File: src/rtl/load_store_unit.sv
// load_store_unit: single-outstanding load/store stage between MEM and a
// word-only data memory. Sub-word stores are performed as read-modify-write;
// loads are zero- or sign-extended. Misalignment and read timeouts are errors.
module load_store_unit #(
   parameter int TIMEOUT_CYCLES = 16
) (
   input  logic        CLK,
   input  logic        RST,
   input  logic        ReqValid,
   output logic        ReqReady,
   input  logic        ReqWrite,
   input  logic [1:0]  ReqSize,
   input  logic        ReqSigned,
   input  logic [31:0] ReqAddr,
   input  logic [31:0] ReqWData,
   output logic        RespValid,
   output logic [31:0] RespData,
   output logic        RespError,
   output logic        MemReadValid,
   output logic [31:0] MemReadAddr,
   input  logic [31:0] MemReadData,
   input  logic        MemReadReady,
   output logic        MemWriteValid,
   output logic [31:0] MemWriteAddr,
   output logic [31:0] MemWriteData
);

   typedef enum logic [2:0] {
      S_IDLE   = 3'd0,
      S_RD     = 3'd1,
      S_RMW_RD = 3'd2,
      S_RMW_WR = 3'd3,
      S_WR     = 3'd4,
      S_RESP   = 3'd5
   } state_t;

   // The wait counter is compared against this limit; a read is abandoned
   // after TIMEOUT_CYCLES+1 unanswered read cycles.
   localparam logic [7:0] TO_LIMIT = 8'(TIMEOUT_CYCLES);

   state_t      r_state;
   state_t      w_next;
   logic [1:0]  r_size;
   logic        r_signed;
   logic [31:0] r_addr;
   logic [15:0] r_wdata;
   logic [31:0] r_wr_word;
   logic [7:0]  r_cnt;
   logic [31:0] r_resp_data;
   logic        r_resp_err;
   logic        w_timeout;
   logic        w_req_misaligned;
   logic        w_rd_state;
   logic        w_wr_state;

   // Half needs addr[0]=0, word needs addr[1:0]=0, size 3 is always rejected.
   function automatic logic is_misaligned(input logic [1:0] size, input logic [1:0] lane);
      logic bad;
      case (size)
         2'd0:    bad = 1'b0;
         2'd1:    bad = lane[0];
         2'd2:    bad = (lane != 2'd0);
         default: bad = 1'b1;
      endcase
      return bad;
   endfunction

   // Select the addressed little-endian field of a word and extend it.
   function automatic logic [31:0] load_extract(input logic [31:0] word, input logic [1:0] lane,
                                                input logic [1:0] size, input logic sgn);
      logic [7:0]  b;
      logic [15:0] h;
      logic [31:0] res;
      case (lane)
         2'd0:    b = word[7:0];
         2'd1:    b = word[15:8];
         2'd2:    b = word[23:16];
         default: b = word[31:24];
      endcase
      h = lane[1] ? word[31:16] : word[15:0];
      case (size)
         2'd0:    res = {{24{sgn & b[7]}}, b};
         2'd1:    res = {{16{sgn & h[15]}}, h};
         default: res = word;
      endcase
      return res;
   endfunction

   // Replace the addressed byte or half of a word with right-aligned store data.
   function automatic logic [31:0] store_merge(input logic [31:0] word, input logic [15:0] wd,
                                               input logic [1:0] lane, input logic is_half);
      logic [31:0] res;
      res = word;
      if (is_half) begin
         if (lane[1]) begin
            res[31:16] = wd;
         end else begin
            res[15:0] = wd;
         end
      end else begin
         case (lane)
            2'd0:    res[7:0]   = wd[7:0];
            2'd1:    res[15:8]  = wd[7:0];
            2'd2:    res[23:16] = wd[7:0];
            default: res[31:24] = wd[7:0];
         endcase
      end
      return res;
   endfunction

   assign w_timeout        = (r_cnt == TO_LIMIT);
   assign w_req_misaligned = is_misaligned(ReqSize, ReqAddr[1:0]);
   assign w_rd_state       = (r_state == S_RD) || (r_state == S_RMW_RD);
   assign w_wr_state       = (r_state == S_WR) || (r_state == S_RMW_WR);

   // Memory and handshake outputs are pure decodes of registered state.
   assign ReqReady      = (r_state == S_IDLE);
   assign RespValid     = (r_state == S_RESP);
   assign RespData      = r_resp_data;
   assign RespError     = r_resp_err;
   assign MemReadValid  = w_rd_state;
   assign MemReadAddr   = w_rd_state ? {r_addr[31:2], 2'b00} : 32'h0000_0000;
   assign MemWriteValid = w_wr_state;
   assign MemWriteAddr  = w_wr_state ? {r_addr[31:2], 2'b00} : 32'h0000_0000;
   assign MemWriteData  = w_wr_state ? r_wr_word : 32'h0000_0000;

   // State register.
   always_ff @(posedge CLK) begin
      if (RST) begin
         r_state <= S_IDLE;
      end else begin
         r_state <= w_next;
      end
   end

   // Next-state decode.
   always_comb begin
      w_next = r_state;
      case (r_state)
         S_IDLE: begin
            if (!ReqValid) begin
               w_next = S_IDLE;
            end else if (w_req_misaligned) begin
               w_next = S_RESP;
            end else if (!ReqWrite) begin
               w_next = S_RD;
            end else if (ReqSize == 2'd2) begin
               w_next = S_WR;
            end else begin
               w_next = S_RMW_RD;
            end
         end
         S_RD: begin
            if (MemReadReady || w_timeout) begin
               w_next = S_RESP;
            end else begin
               w_next = S_RD;
            end
         end
         S_RMW_RD: begin
            if (MemReadReady) begin
               w_next = S_RMW_WR;
            end else if (w_timeout) begin
               w_next = S_RESP;
            end else begin
               w_next = S_RMW_RD;
            end
         end
         S_RMW_WR: w_next = S_RESP;
         S_WR:     w_next = S_RESP;
         S_RESP:   w_next = S_IDLE;
         default:  w_next = S_IDLE;
      endcase
   end

   // Request latch, wait counter, write-word build and response registers.
   always_ff @(posedge CLK) begin
      if (RST) begin
         r_size      <= 2'd0;
         r_signed    <= 1'b0;
         r_addr      <= 32'h0000_0000;
         r_wdata     <= 16'h0000;
         r_wr_word   <= 32'h0000_0000;
         r_cnt       <= 8'd0;
         r_resp_data <= 32'h0000_0000;
         r_resp_err  <= 1'b0;
      end else begin
         case (r_state)
            S_IDLE: begin
               if (ReqValid) begin
                  r_size    <= ReqSize;
                  r_signed  <= ReqSigned;
                  r_addr    <= ReqAddr;
                  r_wdata   <= ReqWData[15:0];
                  r_wr_word <= ReqWData;
                  r_cnt     <= 8'd0;
                  if (w_req_misaligned) begin
                     r_resp_data <= 32'h0000_0000;
                     r_resp_err  <= 1'b1;
                  end
               end
            end
            S_RD: begin
               if (MemReadReady) begin
                  r_resp_data <= load_extract(MemReadData, r_addr[1:0], r_size, r_signed);
                  r_resp_err  <= 1'b0;
               end else if (w_timeout) begin
                  r_resp_data <= 32'h0000_0000;
                  r_resp_err  <= 1'b1;
               end else begin
                  r_cnt <= r_cnt + 8'd1;
               end
            end
            S_RMW_RD: begin
               if (MemReadReady) begin
                  r_wr_word <= store_merge(MemReadData, r_wdata, r_addr[1:0], (r_size == 2'd1));
               end else if (w_timeout) begin
                  r_resp_data <= 32'h0000_0000;
                  r_resp_err  <= 1'b1;
               end else begin
                  r_cnt <= r_cnt + 8'd1;
               end
            end
            S_RMW_WR, S_WR: begin
               r_resp_data <= 32'h0000_0000;
               r_resp_err  <= 1'b0;
            end
            default: begin
               r_cnt <= r_cnt;
            end
         endcase
      end
   end

endmodule

File: config.mk
export PLATFORM = sky130hd
export DESIGN_NAME = load_store_unit
export DESIGN_NICKNAME = d
export VERILOG_FILES = /design/src/rtl/load_store_unit.sv
export SDC_FILE = /design/constraint.sdc
export NUM_CORES = 1
export LEC_CHECK = 0
export CAP_MARGIN = 10
export CORE_ASPECT_RATIO = 0.75
export CORE_MARGIN = 5
export CORE_UTILIZATION = 40
export CTS_BUF_LIST = sky130_fd_sc_hd__clkbuf_4 sky130_fd_sc_hd__clkbuf_8
export DETAILED_ROUTE_END_ITERATION = 6
export DONT_BUFFER_PORTS = 1
export PLACE_DENSITY = 0.57
export SLEW_MARGIN = 20
export SYNTH_ARGS = -nofsm -noshare
export SYNTH_HDL_FRONTEND = slang
export SYNTH_SLANG_ARGS = --single-unit
File: constraint.sdc
create_clock -name CLK -period 2.46 [get_ports CLK]
set_input_delay 0.738 -clock CLK [delete_from_list [all_inputs] [get_ports CLK]]
set_output_delay 0.738 -clock CLK [all_outputs]
set_load 0.03 [all_outputs]
==> out/qor.txt <==
Critical path's slowest cell -> dfxtp_4
Type of origin of the critical path -> flop
CP peak stage delay -> 0.37 ns
Crit-path cells -> nor2b_4 -> a22o_4 -> buf_12 -> and2_1 -> buf_6
GRT overflow -> 0
DRC errors left -> 0
Die Span Y -> 122 um
Cell variety after synth -> 55
Gate Count Post-Synth -> 873
IO Count -> 237
Largest net degree at the start of global routing -> 75
Synth warn -> 0
Tot GR Track Use -> 0.248
Root Buffer -> clkbuf_8
Dominant cells by area after synthesis -> dfxtp_1, nand2_1, and2_1
Clk pin slew, worst setup/hold paths -> 0.07 ns
Max VDD drop -> 0.000320 V
Final RePlAce weighted congestion -> 0.919
Detailed-route vias per instance -> 5.93
Max Transition Viols Final -> 0
Clock skew -> 0.0219 ns
Port bufs -> 0
WP data required -> 1.72 ns
Status -> finished, final reports clean
Area after DPL -> 8560 um^2
Most common cell in the synthesized netlist -> nand2_1
Crit path kind -> flop to output pin
Clk buf depth -> 2
Initial antenna violation count -> 1
Starting Density -> 0.412
Seq. cell area -> 2550 um^2
Seq cells post-synth -> 127
First-pass GRT wire length -> 38200 um
Sink Count -> 127
RSZ-0062 raised after global routing -> yes
Die X -> 159 um
Post-synth EDFFs -> 0
Worst slew pin tran -> 0.882 ns
Register area share after synthesis -> 0.381
DRT Wirelength -> 25500 um
Drt pass-1 iters -> 5
Fmax -> 0.407 GHz
CTS Buf Count -> 17
Worst-Skew Late Latency -> 0.46 ns
Multi-input gate area -> 3960 um^2
Crit path time final -> 2.45 ns
CTS tree -> done
Routed len/inst -> 21.8 um
Hold WS -> 0.351 ns
Capturing element type of the critical path -> output pin
Synth area leader -> dfxtp_1
Post-Layout Inst Area -> 9480 um^2
Via count -> 6930
Top FF cell, synth -> dfxtp_1
Final setup violation count -> 0
Core Rows -> 40
Syn Area/Cell -> 7.63 um^2
1st-iter DRT viols -> 638
Full die area -> 19400 um^2
Worst min path class -> input pin to flop
Post-synthesis cell area -> 6670 um^2
Setup_tns -> 0 ns
PD cells -> 640 nW/um^2
ANT cells -> 0
FFs w/ async S/R, synth -> 0
Post-synth top area share -> 0.381
Worst-path fanout max -> 33
Hpwl dp -> 18500 um
Core area -> 16200 um^2
Share of cells above drive strength 1 -> 0.285
Final Net Count -> 1052
Ratio of final minimum period to clock period -> 0.998
# fillers -> 1424
Area growth syn-to-layout -> 42.2%
Max_cap viols -> 0
Final hold violation count -> 0
Most frequent cells after synthesis -> nand2_1, dfxtp_1, and2_1
Vias in the first global route -> 6513
Post-route ant nets -> 0
Critical Path AT -> 1.72 ns
Lkg Pwr -> 0.00347 uW
Max_slew headroom -> 0.412
H-tree levels -> 4
power breakdown:
part | total, uW | internal (uW) | switching, uW | leakage [uW]
clock | 2150 | 1260 | 887 | 0.000236
combinational | 1530 | 647 | 878 | 0.00219
sequential | 2390 | 2220 | 177 | 0.00104
total | 6070 | 4130 | 1940 | 0.00347
layer usage:
metal | routed length, um | share of wire | GRT usage
met1 | 10100 | 0.40 | 0.310
met2 | 11900 | 0.47 | 0.399
met3 | 3020 | 0.12 | 0.0987
met4 | 397 | 0.016 | 0.0746
met5 | 7 | 0.00028 | 0
layout by cell type, fill, tap and decap left out, types with 6 or more instances in the layout:
| master | count |
|---|---|
| a211oi_1 | 32 |
| a21oi_1 | 64 |
| a221oi_1 | 16 |
| and2_1 | 10 |
| and2_4 | 83 |
| buf_12 | 80 |
| buf_4 | 26 |
| buf_6 | 22 |
| clkbuf_8 | 19 |
| dfxtp_1 | 124 |
| inv_1 | 33 |
| mux2_2 | 6 |
| mux2i_1 | 13 |
| nand2_1 | 167 |
| nand2b_1 | 6 |
| nand3b_1 | 9 |
| nor2_1 | 23 |
| o21ai_0 | 54 |
| o21ai_1 | 34 |
| o22ai_1 | 8 |
| o31ai_1 | 8 |
| o32ai_1 | 33 |
cell families (layout without fill, tap and decap cells):
family          count (synthesis)  after routing  share of synthesized area
simple gates                  338            338                      0.251
compound gates                269            269                      0.256
flops                         127            127                      0.381
buf+inv                       114            197                     0.0710
mux                            20             20                     0.0330
fa+ha+maj                       2              2                    0.00375
xor+xnor                        2              2                    0.00263
other cells                     1              4                   0.000563
worst max-delay path, delay by kind of cell (launching register included):
kind	cells	cell delay, ns
flip-flops	1	0.37
AND/OR/NAND/NOR	2	0.32
buffers and inverters	2	0.30
AO/OA/AOI/OAI	1	0.26
cell type report:
class / count / share of cell area
well taps: 210 / 0.0277
clock inverters: 13 / 0.0219
repair buffers: 130 / 0.221
inverters: 35 / 0.0143
flip-flops and latches: 127 / 0.269
clock buffers: 19 / 0.0276
multi-input cells: 635 / 0.418
through the flow:
step / worst slack (ns) / cells / power [uW] / util
floorplan: 0.0306 / 876 / 3230 / -
detailed placement: 0.295 / 1130 / 3760 / 0.529
global placement: 0.313 / 1130 / 3730 / 0.529
CTS: -0.0615 / 1167 / 6030 / 0.574
global route: -0.0550 / 1169 / 6310 / 0.586
finish: 0.00501 / 1169 / 6070 / 0.586
registers in the layout (all words and copies together) (netlist names):
name       flops
r_state        3
r_size         2
r_cnt          8
RespError      1
r_signed       1
r_wdata       16
r_wr_word     32
RespData      32
r_addr        32
timing repair:
| action | CTS | global route |
|---|---|---|
| endpoints found under the hold margin | 0 | 0 |
| gates cloned | 2 | 1 |
| pin swaps | 6 | 29 |
| hold buffers | 0 | 0 |
| setup endpoints to repair | 93 | 99 |
| resized for setup | 57 | 65 |
| setup buffers | 3 | 2 |
worst paths after layout:
| check | from | end | slack, ns | cells past startpoint |
|---|---|---|---|---|
| min | RST | r_addr[25]$_SDFFE_PP0P_ | 0.35 | 1 |
| max | r_state[1]$_SDFF_PP0_ | MemWriteAddr[17] | 0.005 | 5 |
| min reg2reg | r_wr_word[17]$_SDFFE_PP0P_ | r_wr_word[17]$_SDFFE_PP0P_ | 0.45 | 2 |
| max reg2reg | r_addr[1]$_SDFFE_PP0P_ | r_wr_word[2]$_SDFFE_PP0P_ | 0.34 | 4 |
Note: power is estimated with default switching activity, not from simulation.
